$ cat src/rtl/bsg_rr_arb_input_fifos_p3.sv
// Three per-requester FIFOs feeding a 3-input round-robin arbiter.
// Each FIFO's occupancy drives the arbiter's request vector. The granted
// channel's head is dequeued, and the head selected by the arbiter tag is
// presented on data_o.
module bsg_rr_arb_input_fifos_p3 #(
    parameter int unsigned width_p = 32,
    parameter int unsigned els_p   = 2
) (
    input  logic                                  clk_i,
    input  logic                                  reset_n_i,
    input  logic [2:0]                            v_i,
    input  logic [3*width_p-1:0]                  data_i,
    output logic [2:0]                            ready_o,
    output logic [2:0]                            reqs_o,
    input  logic [2:0]                            grants_i,
    input  logic [1:0]                            tag_i,
    output logic [width_p-1:0]                    data_o,
    output logic [3*$clog2(els_p+1)-1:0]          count_o,
    output logic                                  error_o
);

    localparam int unsigned chans_lp     = 3;
    localparam int unsigned cnt_width_lp = $clog2(els_p + 1);
    localparam int unsigned ptr_width_lp = $clog2(els_p);

    logic [width_p-1:0]      mem_r   [chans_lp][els_p];
    logic [ptr_width_lp-1:0] wptr_r  [chans_lp];
    logic [ptr_width_lp-1:0] rptr_r  [chans_lp];
    logic [cnt_width_lp-1:0] count_r [chans_lp];
    logic                    error_r;

    logic [2:0] not_full;
    logic [2:0] not_empty;
    logic [2:0] enq;
    logic [2:0] deq;
    logic       proto_err;

    // Per-channel handshake decode from registered occupancy.
    always_comb begin
        not_full  = '0;
        not_empty = '0;
        count_o   = '0;
        for (int k = 0; k < chans_lp; k++) begin
            not_full[k]  = (count_r[k] != cnt_width_lp'(els_p));
            not_empty[k] = (count_r[k] != '0);
            count_o[k*cnt_width_lp +: cnt_width_lp] = count_r[k];
        end
    end

    // Ready is withheld while reset is asserted so nothing is accepted.
    always_comb begin
        ready_o = not_full & {3{reset_n_i}};
        reqs_o  = not_empty;
        enq     = v_i & ready_o;
        deq     = grants_i & not_empty;
        error_o = error_r;
    end

    // Head of the tagged FIFO, zero when the tag is out of range or it is empty.
    always_comb begin
        data_o = '0;
        if (tag_i != 2'd3 && not_empty[tag_i]) begin
            data_o = mem_r[tag_i][rptr_r[tag_i]];
        end
    end

    // Arbiter-side protocol violations: multi-hot grant, grant without request,
    // or a grant paired with the unused tag value.
    always_comb begin
        proto_err = 1'b0;
        if ((grants_i & (grants_i - 3'd1)) != 3'd0) proto_err = 1'b1;
        if ((grants_i & ~not_empty) != 3'd0)         proto_err = 1'b1;
        if (tag_i == 2'd3 && grants_i != 3'd0)       proto_err = 1'b1;
    end

    // Pointers, occupancy and sticky error flag.
    always_ff @(posedge clk_i or negedge reset_n_i) begin
        if (!reset_n_i) begin
            for (int k = 0; k < chans_lp; k++) begin
                wptr_r[k]  <= '0;
                rptr_r[k]  <= '0;
                count_r[k] <= '0;
            end
            error_r <= 1'b0;
        end else begin
            for (int k = 0; k < chans_lp; k++) begin
                if (enq[k]) wptr_r[k] <= wptr_r[k] + ptr_width_lp'(1);
                if (deq[k]) rptr_r[k] <= rptr_r[k] + ptr_width_lp'(1);
                count_r[k] <= count_r[k] + cnt_width_lp'(enq[k]) - cnt_width_lp'(deq[k]);
            end
            if (proto_err) error_r <= 1'b1;
        end
    end

    // Payload storage; contents need no reset since occupancy guards reads.
    always_ff @(posedge clk_i) begin
        for (int k = 0; k < chans_lp; k++) begin
            if (enq[k]) mem_r[k][wptr_r[k]] <= data_i[k*width_p +: width_p];
        end
    end

endmodule
$ cat config.mk
export PLATFORM = sky130hd
export DESIGN_NAME = bsg_rr_arb_input_fifos_p3
export DESIGN_NICKNAME = d
export VERILOG_FILES = /design/src/rtl/bsg_rr_arb_input_fifos_p3.sv
export SDC_FILE = /design/constraint.sdc
export NUM_CORES = 1
export LEC_CHECK = 0
export CORE_UTILIZATION = 30
export CTS_BUF_LIST = sky130_fd_sc_hd__clkbuf_4 sky130_fd_sc_hd__clkbuf_8
export DETAILED_ROUTE_END_ITERATION = 8
export HOLD_SLACK_MARGIN = 0.1
export SLEW_MARGIN = 40
export SYNTH_ARGS = -nofsm -noshare
export SYNTH_HDL_FRONTEND = slang
export SYNTH_SLANG_ARGS = --single-unit
$ cat constraint.sdc
create_clock -name clk_i -period 2.9 [get_ports clk_i]
set_input_delay 0.58 -clock clk_i [delete_from_list [all_inputs] [get_ports clk_i]]
set_output_delay 0.58 -clock clk_i [all_outputs]
set_load 0.005 [all_outputs]
* After elaboration in Yosys (flattened, before gate mapping)
Memories as Yosys holds them, arrays and structs flattened.
Cells that the tools add are included.
** Storage, ports and cells
- Bits in registers :: 13
- Memory bits (writable) :: 192
- Output and inout bits :: 45
- Word-level logic and storage cells :: 84
- Input port bits :: 106
- Memories :: 1
** Memories
- mem_r :: words 3, width 64, rd ports 1, clocked after memory_dff 0, wr ports 3, RTL line 26 : logic [width_p-1:0] mem_r [chans_lp][els_p];
** Operators by class
- Equality and inequality tests :: 5
- Multiplexer cells :: 24
- Reduce and logical (&&, ||, !) cells :: 11
- Magnitude comparators :: 9
- Add/sub/neg operators :: 13
- Bitwise operators :: 11
** Operators with widths (count)
- two-way mux 32 bit :: 7
- two-way mux 64 bit :: 3
- demux 32 bit (select 1 bit) :: 3
- bitwise AND 3 bit :: 5
- two-way mux 1 bit :: 9
- nonzero test 3 bit :: 3
- greater-or-equal comparator 2 bit, second input constant :: 4
- inequality test 2 bit, second input constant :: 4
- NOT 1 -> 2 bit :: 4
- adder 1 bit, second input constant :: 6
- adder 2 x 1 -> 2 bit :: 3
- < comparator 2 x 1 -> 1 bit, second input constant :: 3
- nonzero test 2 bit :: 3
- subtractor 2 x 1 -> 2 bit :: 3
- logical AND 1 bit :: 5
- binary-select mux 1 bit (select 2 bit) :: 2
- greater-or-equal comparator 3 bit, second input constant :: 1
- < comparator 2 x 3 -> 1 bit, second input constant :: 1
- NOT 2 -> 3 bit :: 1
- NOT 3 bit :: 1
- subtractor 3 x 1 -> 3 bit, second input constant :: 1
- equality test 2 bit, second input constant :: 1

* Depth between registers and ports, before layout
Gate-level depths: netlist of the first run.
- Depth in word-level cells :: 9
- Gate-level depth with buffers :: 8
- Gate-level depth less buffers :: 8

* Least setup slack after synthesis of the first run
Ideal clock, no wire load.
- Kind :: input-to-reg
- Start :: in reset_n_i
- End :: mem mem_r[1][32] in the netlist's numbering (enable)
- Slack :: 0.070 ns
- Buffers on the path :: 0
- Required time :: 2.479 ns
- Library setup time :: 0.421 ns
- Arrival :: 2.409 ns
- Stages on the path :: 3
- Cells stage by stage :: a21boi_0 -> nand2_1 -> nor2_1
** RTL lines
- start, declared :: RTL line 10 : input logic reset_n_i,
- end, declared :: RTL line 26

* Worst setup path after layout of the first run
- Start :: in tag_i[0]
- End :: out data_o[5]
** On the way
- Word-level cells in the longest chain between the ends :: 9
- Elaborated cells on any way between the ends :: 14
- Those cells by class :: 1 x eq/ne; 9 x mux; 2 x bitwise; 1 x reduce/logical; 1 x memory
** Ends and longest elaborated chain
- start, declared :: RTL line 16 : input logic [1:0] tag_i,
- NOT 2 -> 3 bit (not written as such) :: RTL line 63 : data_o = mem_r[tag_i][rptr_r[tag_i]];
- binary-select mux 1 bit (select 2 bit) :: RTL line 63
- two-way mux 1 bit (not written as such) (2 in series) :: RTL line 63
- NOT 1 -> 2 bit (not written as such) :: RTL line 63
- two-way mux 32 bit (not written as such) (3 in series) :: RTL line 63
- two-way mux 32 bit * :: RTL line 62 : if (tag_i != 2'd3 && not_empty[tag_i]) begin
- end, declared :: RTL line 17 : output logic [width_p-1:0] data_o,
Mark *: on every way between the ends. The rest lies on a longest branch, timed or not. The select of a mux whose other input is x is not followed.

==> impl_metrics.toml, run 1 <==
[yosys]
synth_sequential_area_ratio = 0.717
syn_area_mm2 = 0.00849
synth-seq-cells = 205
syn_area_per_cell_um2 = 14.5
yosys_warnings = 0
synthCells = 584
ys_types = 33
syn_nets = 696

[floorplan]
die_x_um = 170
boundaryPins = 151
start_util = 0.306
die_y_um = 170
num_rows = 61
die_area_mm2 = 0.0290
core-area_mm2 = 0.0278

[sta]
fin_ws_ns = 0.0935
rsz0062_at_grt = "false"
final_max_slew_viol_count = 0
tns_ns = 0
fmax_mhz = 356
setup_viol = 0
fin_crit_ns = 2.81
finalClockSkew_ns = 0.0165
tightest_slew_ns = 0.397
max-slew-margin-rel = 0.732
final_hold_viol_count = 0
timing.final.crit_share = 0.968
whs_ns = 0.488

[worst_hold_path]
hold_path_depth = 1
hp-start = "rptr_r[1]"
hold_class = "reg2reg"
min_to = "rptr_r[1]"

[cells_and_area]
regArea_mm2 = 0.00609
final_common_cell = "edfxtp_1"
final_area_mm2 = 0.0115
multiInputGateArea_mm2 = 0.00218
postLayoutCoreUtil = 0.416
final_cell_mix = "192 x edfxtp_1, 132 x nand2_1, 122 x clkdlybuf4s50_1, 64 x mux2i_1, 63 x o21ai_0"
finalNetCount = 903
drive_above_1_share = 0.187
nFillCells = 2614
syn2layout_area_growth_pct = 36.0

[global_route]
grt_max_degree = 55
first_global_vias = 5208
grt_usage = 0.143
gr-total-overflow = 0
antenna_found_initial = 3
grt_pass1_wl_um = 30300

[routing]
first_pass_iters = 4
route.detailed.drc = 0
vias = 5196
drtIter0Drc = 214
via_per_inst = 4.36
ant_nets = 0
routed_wl_um = 20600
wl_per_cell_um = 17.3

[clocking]
cts_root_buffer = "clkbuf_8"
h-tree-depth = 2
clk_latency_ns = 0.51
clock-sinks = 205
clk_pin_slew_ns = 0.05
cts_buffers = 37
cts_buffer_depth = 3
cts_tree = "done"

[power_and_ir_drop]
p_clk_frac = 0.283
p_switching_mw = 2.42
power.share.switching = 0.281
power_leakage_nw = 4.40
pwr-share-seq = 0.453
p_per_area_mw_per_mm2 = 746
p_int_mw = 6.20
vdd_ir_drop_max_v = 0.000331
p_comb_frac = 0.265

[critical_path]
cp_slowest_cell = "clkdlybuf4s50_1"
reg2reg_depth = 9
r2r-start = "count_o[0]"
worstPathArrival_ns = 2.23
critPathTopFamily = "buffers and inverters"
critPathMaxFanout = 17
crit_required_ns = 2.32
critical_path.max_stage_delay_ns = 0.50
endpoint_kind = "output port"
crit_buf_inv = 4
reg2reg_to = "count_o[1]"
start_kind = "input pin"
crit_type = "in2out"
cp_cell_sequence = "buf_4 > buf_12 > buf_6 > mux2i_1 > o21ai_0 > nand2_1 > a21oi_2 > clkdlybuf4s50_1"
reg2reg_slack_ns = 0.94

[placed_design]
hpwl_um = 14000
io_buffers = 150
gp_congestion = 0.757
placed_area_mm2 = 0.0107
preCtsSetupSlack_ns = 0.0643

[status]
status = "complete, no violations"

[job]
cap_violations = 0
metrics by stage:
step,instances,power (mW)
3_3_place_gp,1112,6.15
6_report,1191,8.61
4_1_cts,1176,8.68
3_5_place_dp,1112,6.18
2_1_floorplan,584,4.95
5_1_grt,1191,9.08
worst register-to-register path, stage by stage (launching register included):
cell and delay, ns:
dfrtp_1 0.44, inv_1 0.05, a21boi_0 0.26, buf_4 0.17, nand2_1 0.13, ha_1 0.31
inv_1 0.03, ha_1 0.18, xnor2_1 0.17, xnor2_1 0.14
flip-flops by register name (all words and copies together), names as in the netlist:
register  flops
rptr_r        3
mem_r       192
count_o       6
error_o       1
wptr_r        3
cells in the mapped netlist:
cell | n | area, µm²
a211oi_2 | 1 | 12.5
a21boi_0 | 3 | 22.5
a21oi_1 | 3 | 15.0
a21oi_2 | 31 | 272
and2_1 | 1 | 6.26
and3_1 | 3 | 18.8
buf_12 | 1 | 20.0
buf_2 | 8 | 40.0
buf_4 | 10 | 75.1
buf_6 | 4 | 45.0
buf_8 | 3 | 45.0
clkbuf_1 | 6 | 22.5
dfrtp_1 | 13 | 325
edfxtp_1 | 192 | 5770
ha_1 | 6 | 75.1
inv_1 | 9 | 33.8
mux2i_1 | 64 | 641
mux2i_4 | 1 | 22.5
nand2_1 | 132 | 495
nand3_1 | 1 | 5.00
nor2_1 | 7 | 26.3
nor2b_1 | 2 | 12.5
nor3_1 | 1 | 5.00
o21ai_0 | 63 | 315
o21ai_1 | 1 | 5.00
o22a_4 | 1 | 17.5
o22ai_1 | 1 | 6.26
o22ai_4 | 1 | 20.0
o311ai_0 | 1 | 8.76
or2_2 | 1 | 6.26
or3_1 | 1 | 6.26
xnor2_1 | 9 | 78.8
xor2_1 | 3 | 26.3
cell type report:
type / count / share of cell area
inverter: 9 / 0.00293
antenna: 1 / 0.000217
clock inverter: 13 / 0.00509
timing repair buffer: 200 / 0.183
tap: 378 / 0.0410
multi-input combinational: 338 / 0.188
sequential: 205 / 0.528
clock buffer: 47 / 0.0517
power by group through the flow:
stage                     sequential (mW)  clock, mW  combinational (mW)
after floorplan                      3.91          0                1.03
after global placement               3.94          0                2.21
after global routing                 3.94       2.65                2.50
after detailed placement             3.95          0                2.23
after CTS                            3.90       2.52                2.26
final                                3.90       2.44                2.28
per-layer routing:
metal / up-vias / GRT usage / wire, µm
met5: - / 0 / 31
met4: 4 / 0.0447 / 378
met3: 39 / 0.0347 / 1270
met2: 158 / 0.241 / 10100
met1: 2455 / 0.180 / 8800
li1: 2540 / - / -
cell families (layout without fill, tap and decap cells):
family	count (synthesis)	count (layout)	synth area share
adder cells (fa/ha/maj)	6	6	0.00884
other	0	1	0
buffers and inverters	41	269	0.0332
multiplexers	65	65	0.0781
XOR/XNOR	12	12	0.0124
AO/OA/AOI/OAI	106	106	0.0818
AND/OR/NAND/NOR	149	149	0.0685
flip-flops	205	205	0.717
what timing repair did:
| item | in CTS | in global routing |
|---|---|---|
| setup endpoints to repair | 31 | 22 |
| pin swaps | 2 | 2 |
| gates resized for setup | 16 | 20 |
| setup buffers | 4 | 14 |
| hold buffers | 0 | 0 |
worst max path at each step:
stage	from	depth (start not counted)	endpoint	slack, ns
floorplan	reset_n_i	3	mem_r[1][32]	0.07
global placement	tag_i[0]	8	data_o[5]	0.07
detailed placement	tag_i[1]	7	data_o[7]	0.06
CTS	rptr_r[0]	6	data_o[3]	0.0009
global route	rptr_r[0]	6	data_o[15]	0.0009
finish	tag_i[0]	8	data_o[5]	0.09
Power figures use the tool's default switching activity.
==> run 2: changes to the inputs <==
==> constraint.sdc (replaced) <==
create_clock -name clk_i -period 2.6 [get_ports clk_i]
set_input_delay 0.52 -clock clk_i [delete_from_list [all_inputs] [get_ports clk_i]]
set_output_delay 0.52 -clock clk_i [all_outputs]
set_load 0.005 [all_outputs]
==> run 2 against run 1 <==
  * Die area unchanged
  * Register-to-register slack got worse by 0.33 ns
  * Via count increased by 1.5%
  * First-iteration DRC count fell by 1.4%
  * Global-route usage is 0.078 points higher
  * Flip-flop and latch count stayed put
  * Design area is 0.13% higher
  * Non-clock buffer count increased by 11
  * Sequential share of layout area decreased by 0.068 points
  * Critical path type is now reg2out
  * Highest routed layer unchanged
==> impl_metrics.toml, run 2 (same netlist as run 1, synthesis figures left out) <==
[sta]
fin_ws_ns = 0.0922
final_hold_viol_count = 0
final_max_slew_viol_count = 0
fmax_mhz = 399
max-slew-margin-rel = 0.778
tightest_slew_ns = 0.330
rsz0062_at_grt = "false"
timing.final.crit_share = 0.965
whs_ns = 0.453
finalClockSkew_ns = 0.0278
fin_crit_ns = 2.51
setup_viol = 0

[cells_and_area]
final_common_cell = "edfxtp_1"
postLayoutCoreUtil = 0.416
final_area_mm2 = 0.0116
finalNetCount = 912
syn2layout_area_growth_pct = 36.1
drive_above_1_share = 0.215
largest_reg_flops = 192
final_cell_mix = "192 x edfxtp_1, 132 x nand2_1, 116 x clkdlybuf4s50_1, 64 x mux2i_1, 63 x o21ai_0"

[status]
status = "complete, no violations"

[global_route]
antenna_found_initial = 1
first_global_vias = 5533
grt_usage = 0.144
grt_max_degree = 54
grt_pass1_wl_um = 30400
gr-total-overflow = 0

[routing]
vias = 5274
route.detailed.drc = 0
ant_nets = 0
routed.top_layer = "met5"
drtIter0Drc = 211
routed_wl_um = 20200
wl_per_cell_um = 16.8
met2_length_um = 9860
first_pass_iters = 4
via_per_inst = 4.38
drt-met1-wl_um = 8490
route.met3.wl_um = 1290

[clocking]
cts_buffers = 35
h-tree-depth = 2
clock-sinks = 205
cts_buffer_depth = 3
cts_tree = "done"
cts_root_buffer = "clkbuf_8"
clk_latency_ns = 0.51
clk_pin_slew_ns = 0.06

[critical_path]
startpoint = "rptr_r[2]"
reg2reg_depth = 8
worstPathArrival_ns = 1.99
critPathMaxFanout = 4
crit_type = "reg2out"
r2r-start = "count_o[1]"
endpoint_kind = "output port"
start_kind = "flop"
reg2reg_slack_ns = 0.61
reg2reg_to = "count_o[1]"
crit_required_ns = 2.08

[power_and_ir_drop]
pwr-share-seq = 0.451
power_leakage_nw = 4.25
vdd_ir_drop_max_v = 0.000299
p_per_area_mw_per_mm2 = 831
p_clk_frac = 0.276
p_comb_frac = 0.273
p_int_mw = 6.93
p_switching_mw = 2.68
power.share.switching = 0.279
power_mw = 9.61

[floorplan]
boundaryPins = 151
die_x_um = 170
start_util = 0.306
die_area_mm2 = 0.0290
die_y_um = 170
core-area_mm2 = 0.0278
num_rows = 61

[placed_design]
io_buffers = 150
hpwl_um = 13900
placed_area_mm2 = 0.0108
gp_congestion = 0.717
preCtsSetupSlack_ns = -0.145

[job]
cap_violations = 0

[worst_hold_path]
hold_class = "in2async"
==> run 2: cell count changes in the layout (fill, tap and decap cells not counted), moves of 3 or more <==
cell	previous run	this run
buf_12	16	19
clkbuf_4	8	14
dlymetal6s2s_1	16	1
clkdlybuf4s50_1	122	116
clkbuf_2	0	3
buf_2	0	10
clkbuf_8	39	36
clkinv_1	7	11
clkdlybuf4s15_1	0	7
clkinv_2	5	0
buf_4	34	41
==> run 2: timing repair <==
action,in CTS,in global routing
gates cloned,0,0
gates resized for setup,74,15
hold buffers,0,0
pin swaps,12,7
buffers inserted,12,1
endpoints found under the setup margin,32,18
==> run 2: layer usage <==
layer  up-vias  GRT usage
li1       2563          -
met1      2496      0.177
met2       169      0.246
met3        44     0.0291
met4         2     0.0584
met5         -          0
==> run 2: how the worst max path moves through the flow <==
stage	cells past startpoint	end	slack, ns
6_report	8	data_o[23]	0.09
5_1_grt	8	data_o[23]	0.00002
4_1_cts	7	data_o[14]	-0.15
3_5_place_dp	8	data_o[15]	-0.14
3_3_place_gp	8	data_o[15]	-0.14
2_1_floorplan	3	mem_r[1][32]	0.35
==> run 2: cell type report <==
type,instances,area [µm²]
antenna,1,2.50
multi-input combinational,338,2170
clock inverter,12,48.8
inverter,9,33.8
tap,378,473
sequential,205,6090
clock buffer,50,601
fill,2611,16200
timing repair buffer,211,2130
==> run 2: power groups by stage <==
stage | Sequential, mW | Combinational, mW | Clock, mW
after floorplan | 4.36 | 1.16 | 0
after global placement | 4.40 | 2.57 | 0
after detailed placement | 4.41 | 2.60 | 0
after CTS | 4.34 | 2.69 | 2.74
after global routing | 4.38 | 2.88 | 2.86
final | 4.33 | 2.62 | 2.65
==> run 2: worst max-delay path, cell delays in order (launching register included) <==
cell	delay, ns
dfrtp_1	0.42
mux2i_4	0.21
o22a_4	0.19
buf_4	0.11
buf_4	0.10
buf_4	0.12
nand2_1	0.06
a21oi_2	0.16
buf_2	0.13
==> run 2: stage by stage <==
step	std cells	TNS, ns
finish	1204	0
global route	1203	0
CTS	1202	-0.442
detailed placement	1128	-1.11
global placement	1128	-0.593
floorplan	584	0
